===== src/rtl/qspi_mem_target_pkg.sv =====
// Shared constants for the QSPI memory target: FSM encodings, default opcodes
// and counter widths.
package qspi_mem_target_pkg;

   localparam logic [7:0] DEF_CMD_READ  = 8'hEB;
   localparam logic [7:0] DEF_CMD_WRITE = 8'h38;

   localparam int CNT_W        = 4;
   localparam int CMD_BITS     = 8;
   localparam int ADDR_NIBBLES = 6;

   typedef logic [2:0] state_t;

   localparam state_t S_IDLE   = 3'd0;
   localparam state_t S_CMD    = 3'd1;
   localparam state_t S_ADDR   = 3'd2;
   localparam state_t S_DUMMY  = 3'd3;
   localparam state_t S_RDATA  = 3'd4;
   localparam state_t S_WDATA  = 3'd5;
   localparam state_t S_IGNORE = 3'd6;

endpackage


===== src/rtl/qspi_sync_edge.sv =====
// Brings CS, SCK and SD into the system clock domain and turns synced SCK
// into single-cycle rise/fall pulses aligned with the synced data.
module qspi_sync_edge (
   input  logic       clk,
   input  logic       rst,
   input  logic       cs_n,
   input  logic       sck,
   input  logic [3:0] sd,
   output logic       cs_n_s,
   output logic [3:0] sd_s,
   output logic       sck_rise,
   output logic       sck_fall
);

   logic [1:0]      cs_ff;
   logic [1:0]      sck_ff;
   logic [1:0][3:0] sd_ff;
   logic            sck_d;

   // CS resets to deselected so the FSM stays idle until a real select.
   always_ff @(posedge clk or posedge rst) begin
      if (rst) begin
         cs_ff  <= 2'b11;
         sck_ff <= 2'b00;
         sd_ff  <= '0;
         sck_d  <= 1'b0;
      end else begin
         cs_ff  <= {cs_ff[0], cs_n};
         sck_ff <= {sck_ff[0], sck};
         sd_ff  <= {sd_ff[0], sd};
         sck_d  <= sck_ff[1];
      end
   end

   assign cs_n_s   = cs_ff[1];
   assign sd_s     = sd_ff[1];
   assign sck_rise = sck_ff[1] & ~sck_d;
   assign sck_fall = ~sck_ff[1] & sck_d;

endmodule


===== src/rtl/qspi_mem_target.sv =====
// QSPI PSRAM-style target: decodes quad read/write commands and bridges each
// byte onto a req/ack byte memory port, with prefetch on reads.
module qspi_mem_target
   import qspi_mem_target_pkg::*;
#(
   parameter int unsigned ADDR_W    = 24,
   parameter int unsigned DUMMY     = 6,
   parameter logic [7:0]  CMD_READ  = DEF_CMD_READ,
   parameter logic [7:0]  CMD_WRITE = DEF_CMD_WRITE
) (
   input  logic              clk_i,
   input  logic              rst_i,
   input  logic              qspi_cs_in,
   input  logic              qspi_sck_i,
   input  logic [3:0]        qspi_sd_i,
   output logic [3:0]        qspi_sd_o,
   output logic [3:0]        qspi_oen_o,
   output logic              mem_req_o,
   output logic              mem_we_o,
   output logic [ADDR_W-1:0] mem_addr_o,
   output logic [7:0]        mem_wdata_o,
   input  logic [7:0]        mem_rdata_i,
   input  logic              mem_ack_i,
   output logic              err_underrun_o,
   output logic              err_overrun_o
);

   logic       cs_n_s, sck_rise, sck_fall;
   logic [3:0] sd_s;

   qspi_sync_edge u_sync (
      .clk      (clk_i),
      .rst      (rst_i),
      .cs_n     (qspi_cs_in),
      .sck      (qspi_sck_i),
      .sd       (qspi_sd_i),
      .cs_n_s   (cs_n_s),
      .sd_s     (sd_s),
      .sck_rise (sck_rise),
      .sck_fall (sck_fall)
   );

   state_t            state;
   logic [CNT_W-1:0]  cnt;
   logic [19:0]       sr;
   logic [ADDR_W-1:0] addr;
   logic              is_rd, wr_lo, rd_lo, dummy_done, rbuf_vld, discard;
   logic [3:0]        wnib, lo_nib;
   logic [7:0]        rbuf;

   logic [7:0]        opcode;
   logic [23:0]       addr_nxt;
   logic [ADDR_W-1:0] addr_in, issue_addr;
   logic              busy, drive_hi, issue_rd, issue_wr;

   assign opcode   = {sr[6:0], sd_s[0]};
   assign addr_nxt = {sr, sd_s};
   assign addr_in  = ADDR_W'(addr_nxt);
   assign busy     = mem_req_o & ~mem_ack_i;
   // Fall that puts out a high nibble: first data byte after the dummies, or any later byte.
   assign drive_hi = ~cs_n_s & sck_fall & ~rd_lo &
                     ((state == S_RDATA) || (state == S_DUMMY && dummy_done));

   always_comb begin
      issue_rd   = 1'b0;
      issue_wr   = 1'b0;
      issue_addr = addr;
      if (drive_hi) begin
         issue_rd   = 1'b1;
         issue_addr = addr + ADDR_W'(1);
      end else if (!cs_n_s && sck_rise && state == S_ADDR && is_rd &&
                   cnt == CNT_W'(ADDR_NIBBLES - 1)) begin
         issue_rd   = 1'b1;
         issue_addr = addr_in;
      end else if (!cs_n_s && sck_rise && state == S_WDATA && wr_lo) begin
         issue_wr   = 1'b1;
      end
   end

   always_ff @(posedge clk_i or posedge rst_i) begin
      if (rst_i) begin
         state          <= S_IDLE;
         cnt            <= '0;
         sr             <= '0;
         addr           <= '0;
         is_rd          <= 1'b0;
         wr_lo          <= 1'b0;
         rd_lo          <= 1'b0;
         dummy_done     <= 1'b0;
         rbuf_vld       <= 1'b0;
         discard        <= 1'b0;
         wnib           <= '0;
         lo_nib         <= '0;
         rbuf           <= '0;
         qspi_sd_o      <= '0;
         qspi_oen_o     <= '0;
         mem_req_o      <= 1'b0;
         mem_we_o       <= 1'b0;
         mem_addr_o     <= '0;
         mem_wdata_o    <= '0;
         err_underrun_o <= 1'b0;
         err_overrun_o  <= 1'b0;
      end else begin
         // Memory port: a new request may replace one being acked this cycle.
         if ((issue_rd || issue_wr) && !busy) begin
            mem_req_o  <= 1'b1;
            mem_we_o   <= issue_wr;
            mem_addr_o <= issue_addr;
            if (issue_wr) mem_wdata_o <= {wnib, sd_s};
         end else if (mem_ack_i) begin
            mem_req_o <= 1'b0;
         end
         if (mem_ack_i) discard <= 1'b0;
         if (issue_rd && busy) discard <= 1'b1;
         if (issue_wr && busy) err_overrun_o <= 1'b1;
         if (mem_ack_i && mem_req_o && !mem_we_o && !discard && !cs_n_s &&
             (state == S_DUMMY || state == S_RDATA)) begin
            rbuf     <= mem_rdata_i;
            rbuf_vld <= 1'b1;
         end

         if (cs_n_s) begin
            state      <= S_IDLE;
            qspi_oen_o <= '0;
            qspi_sd_o  <= '0;
            rd_lo      <= 1'b0;
            dummy_done <= 1'b0;
            rbuf_vld   <= 1'b0;
            if (busy && !mem_we_o) discard <= 1'b1;
         end else begin
            case (state)
               S_IDLE: begin
                  state <= S_CMD;
                  cnt   <= '0;
               end
               S_CMD: if (sck_rise) begin
                  sr  <= {sr[18:0], sd_s[0]};
                  cnt <= cnt + 1'b1;
                  if (cnt == CNT_W'(CMD_BITS - 1)) begin
                     cnt   <= '0;
                     is_rd <= (opcode == CMD_READ);
                     if (opcode == CMD_READ || opcode == CMD_WRITE) state <= S_ADDR;
                     else                                            state <= S_IGNORE;
                  end
               end
               S_ADDR: if (sck_rise) begin
                  sr  <= addr_nxt[19:0];
                  cnt <= cnt + 1'b1;
                  if (cnt == CNT_W'(ADDR_NIBBLES - 1)) begin
                     cnt      <= '0;
                     addr     <= addr_in;
                     rbuf_vld <= 1'b0;
                     rd_lo    <= 1'b0;
                     wr_lo    <= 1'b0;
                     if (is_rd) begin
                        state      <= S_DUMMY;
                        dummy_done <= (DUMMY == 0);
                     end else begin
                        state <= S_WDATA;
                     end
                  end
               end
               S_DUMMY: if (sck_rise && !dummy_done) begin
                  cnt <= cnt + 1'b1;
                  if (cnt == CNT_W'(DUMMY - 1)) dummy_done <= 1'b1;
               end
               S_RDATA: if (sck_fall && rd_lo) begin
                  qspi_sd_o <= lo_nib;
                  rd_lo     <= 1'b0;
               end
               S_WDATA: if (sck_rise) begin
                  wnib  <= sd_s;
                  wr_lo <= ~wr_lo;
                  if (wr_lo) addr <= addr + ADDR_W'(1);
               end
               default: ;
            endcase
         end

         // High nibble out plus prefetch of the following byte; late data becomes zero.
         if (drive_hi) begin
            state      <= S_RDATA;
            qspi_oen_o <= 4'hF;
            rd_lo      <= 1'b1;
            rbuf_vld   <= 1'b0;
            addr       <= addr + ADDR_W'(1);
            if (rbuf_vld) begin
               qspi_sd_o <= rbuf[7:4];
               lo_nib    <= rbuf[3:0];
            end else begin
               qspi_sd_o      <= 4'h0;
               lo_nib         <= 4'h0;
               err_underrun_o <= 1'b1;
            end
         end
      end
   end

endmodule


===== config.mk =====
export PLATFORM = sky130hd
export DESIGN_NAME = qspi_mem_target
export DESIGN_NICKNAME = d
export VERILOG_FILES = /design/src/rtl/qspi_mem_target_pkg.sv /design/src/rtl/qspi_sync_edge.sv /design/src/rtl/qspi_mem_target.sv
export SDC_FILE = /design/constraint.sdc
export NUM_CORES = 1
export LEC_CHECK = 0
export CAP_MARGIN = 20
export CORE_MARGIN = 2
export CORE_UTILIZATION = 32
export CTS_CLUSTER_SIZE = 14
export DETAILED_ROUTE_END_ITERATION = 6
export DONT_BUFFER_PORTS = 1
export PLACE_DENSITY = 0.52
export SKIP_LAST_GASP = 1
export SLEW_MARGIN = 30
export SYNTH_ARGS = -nofsm -noshare
export SYNTH_HDL_FRONTEND = slang
export SYNTH_SLANG_ARGS = --single-unit

===== constraint.sdc =====
create_clock -name clk_i -period 4.45 [get_ports clk_i]
set_clock_uncertainty 0.1 [all_clocks]
set_input_delay 0 -clock clk_i [delete_from_list [all_inputs] [get_ports clk_i]]
set_output_delay 0 -clock clk_i [all_outputs]
set_load 0.02 [all_outputs]

==> run_results.csv <==
group,metric,value,unit
min_path,hp-start,"qspi_sck_i",
route,via_per_inst,5.548,
placed_design,gp_congestion,0.8391,
sta,hold_ws,0.02732,ns
logic_synthesis,synth_fp_nets,699,
layout,nFillCells,1946,
flow_run,cap_violations,0,
floorplanning,die-area,21530,µm²
worst_setup_path,critPathCaptureType,"register",
clocking,cts_tree,"yes",
logic_synthesis,yosys.area.top_type,"dfrtp_1",
logic_synthesis,synth_area,6518,µm²
layout,fin_util,37.35,%
grt,grt_overflow,0,
sta,max_freq,335.0,MHz
grt,antenna_found_initial,0,
floorplanning,die_w,146.7,µm
sta,report.final.slew_viol_count,0,
logic_synthesis,syn_avg_cell_area,9.599,µm²
power_and_ir_drop,p_leak,3.093,nW
floorplanning,ios,61,
logic_synthesis,synth-main-ff-cell,"dfrtp_1",
placed_design,dp_slack,1.486,ns
worst_setup_path,startpoint_type,"register",
grt,grt_pass1_wl,28.48,mm
power_and_ir_drop,p_sw,1.104,mW
grt,grt_use_total,16.78,%
route,drc,0,
floorplanning,core,20100,µm²
route,drt-initial-drc-count,436,
sta,worstMarginPinSlew,0.9211,ns
outcome,outcome,"complete, no violations",
worst_setup_path,cp.required,4.66,ns
logic_synthesis,synth_seq_cells,127,
power_and_ir_drop,p_clk_share,40.9,%
clocking,h-tree-depth,4,
clocking,root_buffer,"clkbuf_16",
power_and_ir_drop,p_seq_share,47.2,%
power_and_ir_drop,p_sw_share,30.94,%
worst_setup_path,timing.rr.start,"state[0]$_DFFE_PP0P_",
placed_design,place_hpwl,11.84,mm
worst_setup_path,critPathKind,"register to register",
logic_synthesis,ys_warn_count,0,
sta,slew_headroom,38.03,%
grt,grt_max_degree,56,
worst_setup_path,crit_arrival,3.19,ns
logic_synthesis,yosys-top-cells-area,"dfrtp_1 (48%), nand2_1 (5.9%), mux2_2 (5.4%), a21oi_1 (3.0%), nand3_1 (2.4%)",
layout,drive_gt1_share,13.66,%
sta,fin_ws,1.465,ns
placed_design,port-buffer-count,0,
logic_synthesis,synth_edf_count,0,
logic_synthesis,yosysSeqAreaShare,48.80,%
power_and_ir_drop,power.internal,2.464,mW
floorplanning,initial_core_util,32.42,%
floorplanning,rows,52,
logic_synthesis,postSynthCellCount,679,
clocking,clock_latency,0.43,ns
clocking,clockBufferDepth,2,
worst_setup_path,path_max_fanout,21,
power_and_ir_drop,power,3.568,mW
layout,n_antenna_cell,0,
route,ant_nets,0,
sta,setup_viol,0,
layout,nets,695,
min_path,hold_path.class,"input port to register",
grt,grt_pass1_vias,5167,
layout,register_area,3181,µm²
layout,mostFrequentLayoutCells,"dfrtp_1 (125), nand2_1 (103), nor2_1 (40)",
logic_synthesis,async_flop_share,100.0,%
route,totalWireLength,17.30,mm
power_and_ir_drop,vdd.ir_drop.worst,0.0002767,V
route,vias,5315,
layout,final_common_cell,"dfrtp_1",
worst_setup_path,cp-startpoint,"state[0]$_DFFE_PP0P_",
layout,area_delta_synth_final,15.20,%
layout,multi_input_area,3063,µm²
sta,fin_tns_setup,0,ns
logic_synthesis,synthDistinctLibCells,66,
route,wl_per_cell,18.06,µm
power_and_ir_drop,p_per_area,475.2,nW/µm²
power_and_ir_drop,pwr-share-comb,11.8,%
clocking,numCtsBuffers,17,
sta,rsz0062_at_grt,"no",
route,firstDrtPassIters,5,
sta,finalCritPeriodShare,67.08,%
clocking,path_clk_slew,0.06,ns
clocking,clock-sinks,127,
floorplanning,die_h,146.7,µm
sta,hold_viol,0,
sta,finalCriticalPeriod,2.985,ns
logic_synthesis,synth.top_cell.area_share,47.99,%
[metal layers]
layer / vias up / share of wire, % / track usage [%]
met2: 194 / 45 / 25.80
met5: - / 0 / 0
met4: 0 / 1.9 / 6.019
met1: 2610 / 46 / 23.02
met3: 26 / 6.9 / 4.224
li1: 2485 / - / -
[logic make-up (layout without fill, tap and decap cells)]
kind of cell | Yosys count | after routing | synth area share, %
mux | 46 | 46 | 7.660
flops | 127 | 127 | 48.80
simple gates | 257 | 257 | 19.27
buf+inv | 63 | 72 | 4.473
xor+xnor | 9 | 9 | 1.210
compound gates | 174 | 174 | 18.01
fa+ha+maj | 3 | 3 | 0.5760
[repair_timing]
item                      CTS  global route
hold buffers               17             0
buffers inserted            0             0
hold endpoints to repair   71             0
resized for setup           0             0
[cell type report]
cell class                      count  area share, %
Sequential cell                   127          42.36
Multi-Input combinational cell    489          40.79
Clock buffer                       18          5.849
Tap cell                          270          4.499
Timing Repair Buffer               30          3.566
Clock inverter                     14          2.400
Inverter                           10         0.5332
[power by group through the flow]
stage | clock (mW) | sequential, mW | combinational (mW)
after floorplan | 0 | 1.56 | 0.385
after global placement | 0 | 1.69 | 0.399
after detailed placement | 0 | 1.70 | 0.411
after CTS | 1.49 | 1.68 | 0.425
after global routing | 1.55 | 1.72 | 0.481
final | 1.46 | 1.68 | 0.423
[sequential cells by signal, summed over array words and instances, names as in the netlist, 2 cells and up]
register,cells
sr,20
cnt,4
addr,24
qspi_sd_o,4
u_sync.cs_ff,2
rbuf,8
lo_nib,4
wnib,4
mem_addr_o,24
mem_wdata_o,8
u_sync.sck_ff,2
u_sync.sd_ff,4
state,3
u_sync.sd_s,4
[through the flow]
| stage | instance area (µm²) | cells |
|---|---|---|
| 4_1_cts | 7508 | 958 |
| 5_1_grt | 7508 | 958 |
| 2_1_floorplan | 6518 | 679 |
| 6_report | 7508 | 958 |
| 3_5_place_dp | 6719 | 909 |
| 3_3_place_gp | 6715 | 909 |
[final timing paths]
check | end | slack [ns] | depth (start not counted)
max | addr[0]$_DFFE_PP0P_ | 1.47 | 6
min | u_sync.sck_ff[0]$_DFF_PP0_ | 0.03 | 1
max reg2reg | addr[0]$_DFFE_PP0P_ | 1.47 | 6
min reg2reg | u_sync.sd_s[3]$_DFF_PP0_ | 0.24 | 0
max in group asynchronous | u_sync.cs_ff[0]$_DFF_PP1_ | 3.21 | 3
min in group asynchronous | wnib[0]$_DFFE_PP0N_ | 0.08 | 2
[critical path, stage by stage, from the launching register on]
cell and delay [ns]:
dfrtp_1 0.72, or3b_1 0.28, a21o_1 0.56, o21a_1 0.54, buf_4 0.31, nor3_1 0.07, a311oi_1 0.27
[cells in the mapped netlist, types with 6 or more instances]
| cell | count |
|---|---|
| o31ai_1 | 6 |
| buf_2 | 11 |
| xnor2_1 | 6 |
| a21oi_1 | 39 |
| mux2i_1 | 15 |
| a31oi_1 | 21 |
| clkbuf_1 | 31 |
| nand3_1 | 31 |
| mux2_2 | 31 |
| o21ai_0 | 31 |
| o22a_1 | 10 |
| nand2_1 | 103 |
| o22ai_1 | 12 |
| o221ai_1 | 9 |
| nor3_1 | 10 |
| and4_1 | 6 |
| a21o_1 | 7 |
| nor2b_1 | 6 |
| nor2_1 | 40 |
| buf_4 | 9 |
| inv_1 | 10 |
| nand4_1 | 15 |
| nand2b_1 | 11 |
| dfrtp_1 | 125 |
Power figures use the tool's default switching activity.
